**src/rtl/node_tokenizer.sv**
```systemverilog
// Tokenizer for a graph listing of the form "abc: def ghi\n": emits each
// three-letter node name with head/end-of-line flags through a one-stage output register.
module node_tokenizer #(
  parameter int LINE_CNT_W = 12
) (
  input  logic                  clk,
  input  logic                  rst,
  input  logic                  i_vld,
  input  logic [7:0]            i_char,
  output logic                  o_stall,
  output logic                  o_node_vld,
  output logic [14:0]           o_node_str,
  output logic                  o_head,
  output logic                  o_eol,
  input  logic                  i_stall,
  output logic                  o_done,
  output logic                  o_error,
  output logic [LINE_CNT_W-1:0] o_line_cnt
);

  typedef enum logic [2:0] {
    LINE_START,
    HEAD,
    DEST_GAP,
    DEST,
    DONE,
    ERR
  } state_t;

  state_t      state_reg, state_next;
  logic [1:0]  cnt_reg, cnt_next;
  logic [14:0] sr_reg, sr_next;
  logic        emit, emit_head, emit_eol, line_inc;
  logic        accept, is_letter;
  logic [4:0]  letter;

  assign o_stall   = o_node_vld & i_stall;
  assign accept    = i_vld & ~o_stall;
  assign is_letter = (i_char >= 8'h61) && (i_char <= 8'h7A);
  // 'a'..'z' have low five bits 1..26, so subtracting one yields the letter index
  assign letter    = i_char[4:0] - 5'd1;

  assign o_done  = (state_reg == DONE);
  assign o_error = (state_reg == ERR);

  always_comb begin
    state_next = state_reg;
    cnt_next   = cnt_reg;
    sr_next    = sr_reg;
    emit       = 1'b0;
    emit_head  = 1'b0;
    emit_eol   = 1'b0;
    line_inc   = 1'b0;
    if (accept && state_reg != DONE && state_reg != ERR && i_char != 8'h0D) begin
      if (is_letter) begin
        if (cnt_reg == 2'd3) begin
          state_next = ERR;
        end else begin
          sr_next  = {sr_reg[9:0], letter};
          cnt_next = cnt_reg + 2'd1;
          if (state_reg == LINE_START) state_next = HEAD;
          else if (state_reg == DEST_GAP) state_next = DEST;
        end
      end else begin
        // every non-letter falls into ERR unless a case below recognises it
        state_next = ERR;
        case (state_reg)
          LINE_START: begin
            if (i_char == 8'h0A || i_char == 8'h00) state_next = DONE;
          end
          HEAD: begin
            if (i_char == 8'h3A && cnt_reg == 2'd3) begin
              emit       = 1'b1;
              emit_head  = 1'b1;
              cnt_next   = 2'd0;
              state_next = DEST_GAP;
            end
          end
          DEST_GAP: begin
            if (i_char == 8'h20) state_next = DEST_GAP;
          end
          DEST: begin
            if (cnt_reg == 2'd3 && i_char == 8'h20) begin
              emit       = 1'b1;
              cnt_next   = 2'd0;
              state_next = DEST_GAP;
            end else if (cnt_reg == 2'd3 && i_char == 8'h0A) begin
              emit       = 1'b1;
              emit_eol   = 1'b1;
              line_inc   = 1'b1;
              cnt_next   = 2'd0;
              state_next = LINE_START;
            end
          end
          default: state_next = state_reg;
        endcase
      end
    end
  end

  always_ff @(posedge clk or negedge rst) begin
    if (!rst) begin
      state_reg <= LINE_START;
      cnt_reg   <= 2'd0;
      sr_reg    <= 15'd0;
    end else begin
      state_reg <= state_next;
      cnt_reg   <= cnt_next;
      sr_reg    <= sr_next;
    end
  end

  // A byte is only accepted when the register is empty or being taken, so emit may overwrite.
  always_ff @(posedge clk or negedge rst) begin
    if (!rst) begin
      o_node_vld <= 1'b0;
      o_node_str <= 15'd0;
      o_head     <= 1'b0;
      o_eol      <= 1'b0;
    end else if (emit) begin
      o_node_vld <= 1'b1;
      o_node_str <= sr_reg;
      o_head     <= emit_head;
      o_eol      <= emit_eol;
    end else if (o_node_vld && !i_stall) begin
      o_node_vld <= 1'b0;
      o_node_str <= 15'd0;
      o_head     <= 1'b0;
      o_eol      <= 1'b0;
    end
  end

  always_ff @(posedge clk or negedge rst) begin
    if (!rst) begin
      o_line_cnt <= '0;
    end else if (line_inc && o_line_cnt != {LINE_CNT_W{1'b1}}) begin
      o_line_cnt <= o_line_cnt + 1'b1;
    end
  end

endmodule

```
**config.mk**
```make
export PLATFORM = sky130hd
export DESIGN_NAME = node_tokenizer
export DESIGN_NICKNAME = d
export VERILOG_FILES = /design/src/rtl/node_tokenizer.sv
export SDC_FILE = /design/constraint.sdc
export NUM_CORES = 1
export LEC_CHECK = 0
export ABC_AREA = 1
export CAP_MARGIN = 20
export CORE_MARGIN = 4
export CORE_UTILIZATION = 48
export CTS_CLUSTER_SIZE = 16
export DETAILED_ROUTE_END_ITERATION = 12
export PLACE_DENSITY = 0.73
export REMOVE_ABC_BUFFERS = 1
export SETUP_SLACK_MARGIN = 0.1
export SYNTH_ARGS = -nofsm -noshare
export SYNTH_HDL_FRONTEND = slang
export SYNTH_SLANG_ARGS = --single-unit
```
**constraint.sdc**
```tcl
create_clock -name clk -period 1.6 [get_ports clk]
set_input_delay 0.32 -clock clk [delete_from_list [all_inputs] [get_ports clk]]
set_output_delay 0.32 -clock clk [all_outputs]
set_load 0.1 [all_outputs]
```
==> results.json <==
{
  "multi_input_area_um2": 1590,
  "start_util": 0.499,
  "critPathMaxFanout": 5,
  "p_per_area_nw_per_um2": 970,
  "p_leak_nw": 2.21,
  "max_freq_ghz": 0.581,
  "coreArea_um2": 5570,
  "clock_tree.buffer_depth": 2,
  "first_global_vias": 2755,
  "synth_edf_count": 0,
  "min_period_over_period": 1.08,
  "synthFlopType": "dfrtp_1",
  "endpoint_kind": "flop",
  "layout.area.seq_um2": 1250,
  "drtIter0Drc": 182,
  "cts_sinks": 50,
  "nFillCells": 329,
  "syn_avg_cell_area_um2": 8.11,
  "grt_overflow": 0,
  "hold_class": "primary input to flop",
  "wire_per_inst_um": 16.8,
  "ir_drop_uv": 1760,
  "cp-start-kind": "flop",
  "fin_crit_ns": 1.72,
  "portBuffers": 44,
  "antenna_found_initial": 0,
  "grt_util_met3": 0.0226,
  "gp_congestion": 0.901,
  "globalRouteMet2Util": 0.420,
  "ant_nets": 0,
  "worst-slew-pin-transition_ns": 0.261,
  "maxSlewHeadroom": 0.825,
  "syn_inst": 343,
  "drc": 0,
  "drv_cap": 0,
  "ys_seq_area_frac": 0.450,
  "routed_wl_um": 8830,
  "grt_use_total": 0.228,
  "final_hold_viol_count": 0,
  "ys_async_sr_fraction": 1.00,
  "whs_ns": 0.369,
  "use_met1": 0.271,
  "die_h_um": 84.1,
  "cts-root-buf": "clkbuf_8",
  "finalSetupTns_ns": -0.956,
  "dieArea_um2": 7080,
  "placement_rows": 27,
  "grt_pass1_wl_um": 13000,
  "area_growth_pct": 61.9,
  "cp.arrival_ns": 1.94,
  "stdcell_area_um2": 4510,
  "via_per_inst": 5.37,
  "violations": "negative setup slack",
  "cp_data_required_time_ns": 1.82,
  "busiest_layer": "met2",
  "antennaDiodeCount": 0,
  "grt_max_degree": 51,
  "finalMaxSlewViolations": 0,
  "path_clk_slew_ns": 0.10,
  "clkLatencyLatePin_ns": 0.31,
  "cts_tree": "yes",
  "setup_viol": 30,
  "finalNonFillerCells": 527,
  "finalClockSkew_ns": 0.00610,
  "first_pass_iters": 5,
  "final_nets": 471,
  "finalWorstSetupSlack_ns": -0.121,
  "rsz0062_at_grt": "true",
  "synth_area_um2": 2780,
  "dp_slack_ns": -0.618,
  "ys_types": 34,
  "drive_gt1_frac": 0.448,
  "status": "complete, but fails checks",
  "hpwl_um": 4950,
  "dpl_cell_area_um2": 3890,
  "cts_max_level": 2,
  "critPathKind": "flop to flop",
  "io_pins": 45,
  "layout_common_cells": "nand2_1 (105), buf_4 (53), dfrtp_1 (49), buf_12 (35), nand3_1 (28)",
  "ys_ff_latch": 50,
  "place_inst": 490,
  "die_w_um": 84.1,
  "vias": 2832,
  "layout_commonest_cell": "nand2_1",
  "postLayoutCoreUtil": 0.808,
  "numCtsBuffers": 5,
  "fin_total_pwr_mw": 4.37,
  "yosysWarnings": 0
}
==> synthesized netlist by cell type (2+ instances only) <==
library cell	n	area [um2]
nand2_1	117	439
dfrtp_1	50	1250
nand3_1	34	170
inv_1	22	82.6
nor2_1	20	75.1
nand2_2	17	106
o21ai_1	10	50.1
xnor2_1	9	78.8
inv_2	8	30.0
nor2_2	7	43.8
nand3_2	6	60.1
ha_1	5	62.6
nand4_1	4	25.0
nor3_1	4	20.0
xor2_1	4	35.0
buf_2	3	15.0
o21ai_2	3	26.3
buf_4	2	15.0
buf_6	2	22.5
nor2_4	2	22.5
==> cells by family (layout without fill, tap and decap cells) <==
| logic type | count (synthesis) | in the layout | synth area share |
|---|---|---|---|
| buf+inv | 41 | 151 | 0.0751 |
| compound gates | 18 | 18 | 0.0405 |
| simple gates | 216 | 218 | 0.371 |
| fa+ha+maj | 5 | 5 | 0.0225 |
| flops | 50 | 50 | 0.450 |
| xor+xnor | 13 | 13 | 0.0409 |
==> critical path, cell delays in order (launching register included) <==
cell     delay [ns]
dfrtp_1        0.42
inv_2          0.11
nand2_2        0.11
nor2_4         0.19
nand3_4        0.12
nor2_4         0.17
nand2_4        0.12
buf_6          0.15
xnor2_1        0.21
==> final timing paths <==
kind                              start  slack [ns]  cells after the start             end
setup / recovery           state_reg[2]       -0.12                      8   o_line_cnt[0]
hold / removal                i_char[0]        0.37                      3       sr_reg[0]
setup reg to reg           state_reg[2]       -0.12                      8   o_line_cnt[0]
hold reg to reg              sr_reg[14]        0.49                      2  o_node_str[14]
max in group asynchronous           rst        0.84                      3    state_reg[1]
min in group asynchronous           rst        0.52                      3   o_line_cnt[2]
==> metal layers <==
metal  wire length, um  vias to the layer above
met1              3290                     1354
met3               436                       39
met5                 0                        -
li1                  -                     1314
met4               372                        0
met2              4730                      125
==> power by group <==
group | switching [mW] | leakage, nW | total, mW | internal (mW)
combinational | 1.08 | 1.50 | 1.86 | 0.779
clock | 0.473 | 0.0506 | 0.800 | 0.328
sequential | 0.235 | 0.662 | 1.72 | 1.48
==> area by class of cell <==
cell class,instances,share of cell area
sequential,50,0.278
clock inverter,3,0.00639
multi-input combinational,254,0.354
clock buffer,5,0.0153
timing repair inverter,1,0.00361
inverter,32,0.0339
tap,72,0.0200
timing repair buffer,110,0.289
==> what timing repair did <==
item / in CTS / in global routing
gates cloned: 3 / 0
endpoints found under the setup margin: 53 / 53
hold endpoints to repair: 48 / 0
resized for setup: 58 / 40
pin swaps: 18 / 16
hold buffers: 1 / 0
setup buffers: 15 / 10
Note: power is estimated with default switching activity, not from simulation.
